**src/rtl/stream_sum_avg.sv**
```systemverilog
// Purpose : accumulates a frame of unsigned samples and reports its sum, shifted average and count.
// Latency : result is registered on the edge that accepts the frame-end sample (visible next cycle).
// Backpr. : in_ready drops while a result is held; the result stays stable until out_ready.
//
// Ports:
//   clk, rst_n          clock and asynchronous active-low reset
//   clr                 synchronous frame abort; drops any partial frame and any held result
//   in_valid/in_ready   sample handshake; in_data is the sample, in_last ends a short frame
//   out_valid/out_ready result handshake; sum_out, avg_out, cnt_out describe the finished frame
module stream_sum_avg #(
  parameter int DATA_W      = 8,
  parameter int NUM_SAMPLES = 6,
  parameter int AVG_SHIFT   = 2,
  parameter int ROUND       = 0,
  parameter int SUM_W       = DATA_W + $clog2(NUM_SAMPLES),
  parameter int CNT_W       = $clog2(NUM_SAMPLES + 1)
) (
  input  logic              clk,
  input  logic              rst_n,
  input  logic              clr,
  input  logic              in_valid,
  output logic              in_ready,
  input  logic [DATA_W-1:0] in_data,
  input  logic              in_last,
  output logic              out_valid,
  input  logic              out_ready,
  output logic [SUM_W-1:0]  sum_out,
  output logic [SUM_W-1:0]  avg_out,
  output logic [CNT_W-1:0]  cnt_out
);

  typedef enum logic [0:0] {
    ACCUM = 1'b0,
    HOLD  = 1'b1
  } state_t;

  // Counter value of the sample that completes a full frame.
  localparam logic [CNT_W-1:0] LAST_IDX = CNT_W'(NUM_SAMPLES - 1);

  // Half an LSB of the average, added before the shift when rounding half up.
  localparam logic [SUM_W:0] RND_ADD =
    (SUM_W + 1)'((ROUND != 0) ? (1 << (AVG_SHIFT - 1)) : 0);

  state_t             r_state;
  state_t             w_state_nxt;
  logic [SUM_W-1:0]   r_acc;
  logic [CNT_W-1:0]   r_cnt;
  logic               r_out_valid;
  logic [SUM_W-1:0]   r_sum;
  logic [SUM_W-1:0]   r_avg;
  logic [CNT_W-1:0]   r_cnt_out;

  logic               w_accept;
  logic               w_cnt_full;
  logic               w_frame_end;
  logic               w_out_hs;
  logic [SUM_W-1:0]   w_sum_nxt;
  logic [SUM_W:0]     w_rnd_sum;
  logic [SUM_W-1:0]   w_avg_nxt;
  logic [CNT_W-1:0]   w_cnt_nxt;

  // Ready depends only on state and clr so it never loops back through in_valid.
  assign in_ready    = (r_state == ACCUM) && !clr;

  assign w_accept    = in_valid && in_ready;
  assign w_cnt_full  = (r_cnt == LAST_IDX);
  // in_last on the last slot of a full frame collapses into the same single frame end.
  assign w_frame_end = w_accept && (w_cnt_full || in_last);
  assign w_out_hs    = r_out_valid && out_ready;

  assign w_sum_nxt   = r_acc + SUM_W'(in_data);
  assign w_cnt_nxt   = r_cnt + CNT_W'(1);
  // One extra bit keeps the rounding add from wrapping at the full-scale sum.
  assign w_rnd_sum   = {1'b0, w_sum_nxt} + RND_ADD;
  assign w_avg_nxt   = SUM_W'(w_rnd_sum >> AVG_SHIFT);

  assign out_valid   = r_out_valid;
  assign sum_out     = r_sum;
  assign avg_out     = r_avg;
  assign cnt_out     = r_cnt_out;

  // State register.
  always_ff @(posedge clk or negedge rst_n) begin
    if (!rst_n) begin
      r_state <= ACCUM;
    end else begin
      r_state <= w_state_nxt;
    end
  end

  // Next-state logic; clr beats both a frame end and an output handshake.
  always_comb begin
    w_state_nxt = r_state;
    if (clr) begin
      w_state_nxt = ACCUM;
    end else begin
      case (r_state)
        ACCUM:   if (w_frame_end) w_state_nxt = HOLD;
        HOLD:    if (w_out_hs)    w_state_nxt = ACCUM;
        default: w_state_nxt = ACCUM;
      endcase
    end
  end

  // Accumulator, sample counter and output valid.
  always_ff @(posedge clk or negedge rst_n) begin
    if (!rst_n) begin
      r_acc       <= '0;
      r_cnt       <= '0;
      r_out_valid <= 1'b0;
    end else if (clr) begin
      r_acc       <= '0;
      r_cnt       <= '0;
      r_out_valid <= 1'b0;
    end else begin
      if (w_frame_end) begin
        r_acc       <= '0;
        r_cnt       <= '0;
        r_out_valid <= 1'b1;
      end else if (w_accept) begin
        r_acc <= w_sum_nxt;
        r_cnt <= w_cnt_nxt;
      end
      // Accepts happen only in ACCUM and handshakes only in HOLD, so these never collide.
      if (w_out_hs) begin
        r_out_valid <= 1'b0;
      end
    end
  end

  // Result registers keep their last values across clr; only reset zeroes them.
  always_ff @(posedge clk or negedge rst_n) begin
    if (!rst_n) begin
      r_sum     <= '0;
      r_avg     <= '0;
      r_cnt_out <= '0;
    end else if (!clr && w_frame_end) begin
      r_sum     <= w_sum_nxt;
      r_avg     <= w_avg_nxt;
      r_cnt_out <= w_cnt_nxt;
    end
  end

endmodule
```
**config.mk**
```make
export PLATFORM = sky130hd
export DESIGN_NAME = stream_sum_avg
export DESIGN_NICKNAME = d
export VERILOG_FILES = /design/src/rtl/stream_sum_avg.sv
export SDC_FILE = /design/constraint.sdc
export NUM_CORES = 1
export LEC_CHECK = 0
export CAP_MARGIN = 30
export CORE_UTILIZATION = 50
export CTS_CLUSTER_DIAMETER = 40
export DETAILED_ROUTE_END_ITERATION = 10
export GPL_ROUTABILITY_DRIVEN = 0
export GPL_TIMING_DRIVEN = 0
export PLACE_DENSITY = 0.81
export SLEW_MARGIN = 20
export SYNTH_ARGS = -nofsm -noshare
export SYNTH_HDL_FRONTEND = slang
export SYNTH_SLANG_ARGS = --single-unit
export TNS_END_PERCENT = 50
```
**constraint.sdc**
```tcl
create_clock -name clk -period 4.5 [get_ports clk]
set_input_delay 0.9 -clock clk [delete_from_list [all_inputs] [get_ports clk]]
set_output_delay 0.9 -clock clk [all_outputs]
set_load 0.02 [all_outputs]
```
==> Word level (Yosys, flattened, before mapping) <==
Index checks and enable logic that the tools add are counted.
{ "op_classes": {"add_sub_neg": 2, "n_eq_ne": 1, "n_mux": 13, "bitwise": 1, "n_reduce_logical": 9} }
{ "ops": {"columns": ["cell", "n"], "rows": [
  ["$mux 11", 3],
  ["$add 11x8->11", 1],
  ["$mux 3", 3],
  ["$mux 1", 6],
  ["$reduce_bool 3->1", 2],
  ["$logic_and 1x1->1", 5],
  ["$add 3x1->3 const B", 1],
  ["$eq 3x3->1 const B", 1],
  ["$pmux 1 s2", 1],
  ["$logic_not 1->1", 1],
  ["$logic_or 1x1->1", 1],
  ["$not 1->1", 1]
]} }
{ "word_totals": {"regBits": 39, "in_bits": 14, "out_inout_bits": 27, "wordCells": 33} }

==> Longest topological paths before layout <==
Gate-level depths: netlist of run 1.
{ "depth": {"ltp_word": 7, "ltp_mapped": 8, "depth_no_buf": 6} }

==> Least setup slack after synthesis of run 1 <==
No wires, ideal clock.
{ "synth_path": {"path_kind": "input -> register", "start": "input in_data[0]", "end": "register r_acc[10]", "setup_time_ps": 124, "arrival_time_ps": 2399, "required_time_ps": 4376, "setup_slack_ps": 1977, "path_stages": 6, "n_path_buf": 0, "cell_sequence": "ha_1 fa_1 a211oi_1 o211ai_1 a31o_2 o31a_1"} }
{ "synth_between": {"elab_chain_len": 4} }
{ "synth_rtl": {"columns": ["item", "line_no", "text"], "rows": [
  ["start: declaration", "23", "input logic [DATA_W-1:0] in_data,"],
  ["$add 11x8->11", "71", "assign w_sum_nxt = r_acc + SUM_W'(in_data);"],
  ["$mux 11", "120", "end else if (w_accept) begin"],
  ["$mux 11", "116", "if (w_frame_end) begin"],
  ["$mux 11", "111", "end else if (clr) begin"],
  ["end signal: assignment", "121", "r_acc <= w_sum_nxt;"],
  ["end: declaration", "46", "logic [SUM_W-1:0] r_acc;"]
]} }
Every way passes these cells. The select of a mux whose other input is x is not followed.
A chain may end at the register's enable or synchronous reset.

==> Worst setup path in the final report of run 1 <==
{ "layout_path": {"start": "input clr", "end": "output in_ready"} }
{ "layout_between": {"elab_chain_len": 2} }
{ "layout_rtl": {"columns": ["item", "line_no", "text"], "rows": [
  ["start: declaration", "20", "input logic clr,"],
  ["$logic_not 1->1", "63", "assign in_ready = (r_state == ACCUM) && !clr;"],
  ["$logic_and 1x1->1", "63", null],
  ["end: declaration", "22", "output logic in_ready,"]
]} }
Every way passes these cells.

==> metrics.yaml, run 1 <==
run_status:
  outcome: "completed"
final_layout:
  syn_to_final_growth_pct: 29.6
  antenna_cells: 0
  most-common-layout-cells: "clkdlybuf4s50_1, dfrtp_1, nand2_1, a21oi_1"
  layout.nets: 236
  layout-drive-gt1-share: 0.137
  final_common_cell: "clkdlybuf4s50_1"
  fillers: 285
  fin_util: 0.698
clocking:
  root_buffer: "clkbuf_4"
  cts_inserted_buffers: 5
  clkTransAtPathRegs_ns: 0.09
  postCtsResizedCells: 0
  ctsHoldBuffers: 0
  tritoncts: "done"
  postCtsSetupBuffers: 0
  clk_latency_ns: 0.34
  cts.sinks: 30
  clockBufferDepth: 2
  cts_max_level: 2
timing:
  worst_pin_slew_ns: 0.853
  drv_slew: 0
  setup_viol: 0
  relSlewSlack: 0.429
  clock_skew_ns: 0.00937
  final_hold_viol_count: 0
  setup_ws_ns: 1.37
  period_needed_ns: 3.13
  timing.final.crit_share: 0.696
  fmax_mhz: 319
  rsz0062_at_grt: "false"
  fin_tns_setup_ns: 0
routing:
  wl_met1_microns: 1500
  antenna_left: 0
  met3WireLength_microns: 247
  drt_iter0_drc: 51
  wl_per_cell_microns: 14.0
  viasPerCell: 5.45
  wl_microns: 3580
  route.vias.total: 1396
  drt_pass1_iterations: 4
  drc: 0
  top_layer: "met4"
  dr_wl_met2_microns: 1780
worst_setup_path:
  start_kind: "input pin"
  critPathSlowestCell: "clkdlybuf4s50_1"
  crit_required_ns: 3.60
  cp_data_arrival_time_ns: 2.23
  crit_type: "in -> out"
  r2r-start: "r_acc[0]"
  cp_common_cell: "clkdlybuf4s50_1"
  worstPathMaxFanout: 6
  crit_path_end_kind: "primary output"
  reg2reg_depth: 6
  path_cells: "clkdlybuf4s50_1 -> nor2_1 -> clkdlybuf4s50_1"
  rrSetupSlack_ns: 2.27
  r2r_end: "sum_out[8]"
  crit_family: "buffers and inverters"
  cp_slowest_stage_delay_ns: 0.63
  path_buf_inv: 2
synth:
  synth_cells: 165
  async_flop_share: 1.00
  ys_ff_latch: 30
  syn_area_per_cell_sq_um: 10.1
  dominantRegCellSynth: "dfrtp_1"
  ys_warn_count: 0
  synth-edff-count: 0
  ys_seq_area_frac: 0.449
  synth_cell_types: 36
  synth.cell_area_sq_um: 1670
pwr:
  switching_share: 0.335
  seq_power_share: 0.408
  p_leak_nw: 0.988
  p_int_mw: 0.546
  power_switching_mw: 0.275
  p_clk_frac: 0.210
  combPwrFrac: 0.383
  pwr_density_cell_nw_per_um2: 379
  ir_drop_mv: 0.262
grt:
  grt_pass1_wl_microns: 5820
  grt_pass1_vias: 1317
  grt_max_degree: 31
  antenna_found_initial: 0
  grt_usage: 0.225
  grt_overflow: 0
worst_hold_path:
  holdPathEnd: "sum_out[0]"
  min_path_type: "reg -> reg"
  hold_path.startpoint: "sum_out[0]"
  worstHoldPathCells: 2
floorplanning:
  std_cell_rows: 20
  coreArea_sq_um: 3100
  die_y_microns: 59.8
  start_util: 0.538
  dieArea_sq_um: 3580
  die_w_microns: 59.8
  pin_count: 41
job:
  cap_violations: 0
place:
  io_buffers: 38
  dp_hpwl_microns: 2600
  place_ws_ns: 1.33
==> synth_stat cells (all sizes together) (4+ instances only) <==
master / instances / share of area
dfrtp: 30 / 0.45
nand2: 20 / 0.045
inv: 6 / 0.013
ha: 10 / 0.075
o21ai: 11 / 0.033
nand3: 4 / 0.012
o211ai: 5 / 0.022
a211oi: 4 / 0.018
xnor2: 4 / 0.021
a21oi: 12 / 0.036
a22o: 6 / 0.031
mux2: 5 / 0.034
buf: 12 / 0.052
==> layer usage <==
layer,GRT usage,vias to the layer above
met3,0.0736,7
met4,0.0764,0
met2,0.387,57
li1,-,681
met1,0.263,651
met5,0,-
==> final cells by class <==
cell class / instances / area (sq um) / area share
Buffer: 15 / 98.8 / 0.0457
Clock buffer: 7 / 55.1 / 0.0254
Clock inverter: 1 / 5.00 / 0.00231
Inverter: 6 / 22.5 / 0.0104
Multi-Input combinational cell: 115 / 802 / 0.371
Sequential cell: 30 / 751 / 0.347
Tap cell: 44 / 55.1 / 0.0254
Timing Repair Buffer: 38 / 375 / 0.173
==> flip-flops by register name, summed over array words and instances, names as in the netlist <==
signal / count
r_acc: 11
r_state: 1
sum_out: 11
r_cnt: 3
cnt_out: 3
out_valid: 1
==> cells by family (layout without fill, tap and decap cells) <==
logic type,count (synthesis),after routing,synth area share
buffers and inverters,21,67,0.0727
muxes,5,5,0.0337
DFF,30,30,0.449
xor gates and xnor gates,6,6,0.0315
AOI/OAI and AO/OA,55,55,0.225
other,1,2,0.00225
adders and majority gates,11,11,0.0869
and+or+nand+nor,36,36,0.0989
==> worst max-delay path by stage <==
stage                     from    endpoint  cells past startpoint
finish                     clr    in_ready                      3
floorplan           in_data[0]   r_acc[10]                      6
global route               clr    in_ready                      3
detailed placement  in_data[0]  sum_out[8]                      7
CTS                        clr    in_ready                      3
global placement    in_data[0]  sum_out[8]                      7
==> power by group through the flow <==
stage          Clock (mW)  Combinational [mW]  Sequential (mW)
2_1_floorplan           0               0.147            0.371
3_3_place_gp            0               0.310            0.337
3_5_place_dp            0               0.315            0.340
4_1_cts             0.176               0.317            0.335
5_1_grt             0.189               0.338            0.340
6_report            0.172               0.314            0.334
==> worst min-delay path: cells and delay by family (launching register included) <==
family,cells,cell delay [ns]
flops,1,0.35
simple gates,2,0.10
==> per-stage QoR <==
stage / hold WS, ns / total power, mW / std cells / instance area, sq um
3_3_place_gp: 0.457 / 0.647 / 248 / 2110
3_5_place_dp: 0.466 / 0.655 / 248 / 2100
2_1_floorplan: 0.454 / 0.518 / 166 / 1670
4_1_cts: 0.490 / 0.828 / 256 / 2160
5_1_grt: 0.517 / 0.866 / 256 / 2160
6_report: 0.483 / 0.820 / 256 / 2160
Note: power is estimated with default switching activity, not from simulation.
==> run 2, diff against run 1 <==
- CORE_UTILIZATION: 50 -> 49
- PLACE_DENSITY: 0.81 -> 0.79
- clock period: 4.5 -> 3.1 ns (I/O delays scaled with it)
==> run 2 against run 1 <==
Setup slack got worse by 0.87 ns; non-clock buffer count did not move; core utilization fell by 1.1 points; count of clock-buffer cells in the layout did not move; first-iteration DRC count rose by 31%; hold slack got worse by 0.17 ns; power rose by 45%; wire length rose by 1.3%; register-to-register slack got worse by 1.4 ns; design area did not move; sequential power rose by 46%; sequential cell count did not move; largest cell class unchanged.
==> metrics.yaml, run 2 (same netlist as run 1, synthesis figures left out) <==
run_status:
  outcome: "completed"
worst_hold_path:
  min_path_type: "in -> async"
grt:
  grt_overflow: 0  # unchanged
  grt_pass1_wl_microns: 6240  # +7.4%
  grt_max_degree: 31  # unchanged
  antenna_found_initial: 0  # unchanged
  grt_usage: 0.239  # +0.0135
  grt_pass1_vias: 1423  # +8.0%
pwr:
  pwr_density_cell_nw_per_um2: 550  # +45%
  power.total_mw: 1.19  # +45%
  p_leak_nw: 0.988  # unchanged
  ir_drop_mv: 0.416  # +59%
floorplanning:
  pin_count: 41  # unchanged
  die_y_microns: 60.4  # +0.98%
  dieArea_sq_um: 3650  # +2.0%
  die_w_microns: 60.4  # +0.98%
  coreArea_sq_um: 3150  # +1.6%
  start_util: 0.530  # -0.00854
  std_cell_rows: 20  # unchanged
place:
  dp_hpwl_microns: 2620  # +1.0%
  place_ws_ns: 0.260  # -1.07 ns
  placed_cells: 248  # unchanged
  io_buffers: 38  # unchanged
worst_setup_path:
  rrSetupSlack_ns: 0.88  # -1.39 ns
  r2r_end: "sum_out[8]"
  r2r-start: "r_acc[0]"
  reg2reg_depth: 6  # unchanged
  cp_data_arrival_time_ns: 1.99  # -0.24 ns
  crit_path_end_kind: "primary output"
  worstPathMaxFanout: 6  # unchanged
  start_kind: "input pin"
  crit_type: "in -> out"
  crit_required_ns: 2.48  # -1.12 ns
final_layout:
  layout.nets: 236  # unchanged
  layout.cells.non_filler: 256  # unchanged
  layout-drive-gt1-share: 0.137  # unchanged
  most-common-layout-cells: "clkdlybuf4s50_1, dfrtp_1, nand2_1, a21oi_1"
  antenna_cells: 0  # unchanged
  final_common_cell: "clkdlybuf4s50_1"
  fin_util: 0.687  # -0.0111
  syn_to_final_growth_pct: 29.6  # unchanged
timing:
  setup_viol: 0  # unchanged
  rsz0062_at_grt: "false"
  period_needed_ns: 2.61
  final_hold_viol_count: 0  # unchanged
  drv_slew: 0  # unchanged
  relSlewSlack: 0.451  # +0.0214
  clock_skew_ns: 0.0111  # +0.00169 ns
  timing.final.crit_share: 0.841
  fmax_mhz: 384
  setup_ws_ns: 0.493  # -0.874 ns
  fin_tns_setup_ns: 0  # unchanged
  worst_pin_slew_ns: 0.821  # -0.0320 ns
routing:
  drc: 0  # unchanged
  viasPerCell: 5.56  # +2.0%
  route.vias.total: 1424  # +2.0%
  drt_iter0_drc: 67  # +31%
  antenna_left: 0  # unchanged
  drt_pass1_iterations: 4  # unchanged
  wl_per_cell_microns: 14.1  # +1.3%
  wl_microns: 3620  # +1.3%
clocking:
  root_buffer: "clkbuf_4"
  clockBufferDepth: 2  # unchanged
  cts_max_level: 2  # unchanged
  cts_inserted_buffers: 5  # unchanged
  clkTransAtPathRegs_ns: 0.10  # about the same
  clk_latency_ns: 0.34  # about the same
  ctsHoldBuffers: 0  # unchanged
  postCtsResizedCells: 0  # unchanged
  cts.sinks: 30  # unchanged
  postCtsSetupBuffers: 0  # unchanged
  tritoncts: "done"
job:
  cap_violations: 0  # unchanged
-- run 2: cell counts in the layout (fill, tap and decap cells not counted) --
Identical to the previous run, type by type.
-- run 2: metrics by stage --
| stage | area (sq um) | hold WS [ns] |
|---|---|---|
| 2_1_floorplan | 1670 | 0.324 |
| 3_3_place_gp | 2110 | 0.459 |
| 3_5_place_dp | 2100 | 0.468 |
| 4_1_cts | 2160 | 0.329 |
| 5_1_grt | 2160 | 0.350 |
| 6_report | 2160 | 0.316 |
-- run 2: routing by layer --
layer / share of wire / vias to the layer above / GRT usage
li1: - / 685 / -
met3: 0.049 / 9 / 0.0618
met4: 0.020 / 0 / 0.0963
met2: 0.49 / 52 / 0.400
met5: 0 / - / 0
met1: 0.44 / 678 / 0.294
-- run 2: how the worst max path moves through the flow --
stage	slack, ns	end	from	cells after the start
4_1_cts	0.50	in_ready	clr	3
3_3_place_gp	0.24	sum_out[8]	in_data[0]	7
6_report	0.49	in_ready	clr	3
2_1_floorplan	0.86	r_acc[10]	in_data[0]	6
3_5_place_dp	0.26	sum_out[8]	in_data[0]	7
5_1_grt	0.44	in_ready	clr	3
-- run 2: power breakdown --
group          internal [mW]  switching (mW)
Combinational          0.237           0.220
Clock                  0.110           0.137
Sequential             0.445          0.0417
-- run 2: worst max-delay path: stages --
cell and delay [ns]:
clkdlybuf4s50_1 0.50, nor2_1 0.23, clkdlybuf4s50_1 0.64
-- run 2: cell type report --
cell class                      instances  area (sq um)
Fill cell                             274           988
Multi-Input combinational cell        115           802
Sequential cell                        30           751
Timing Repair Buffer                   38           375
Buffer                                 15          98.8
Clock buffer                            7          55.1
Tap cell                               44          55.1
Inverter                                6          22.5
Clock inverter                          1          5.00
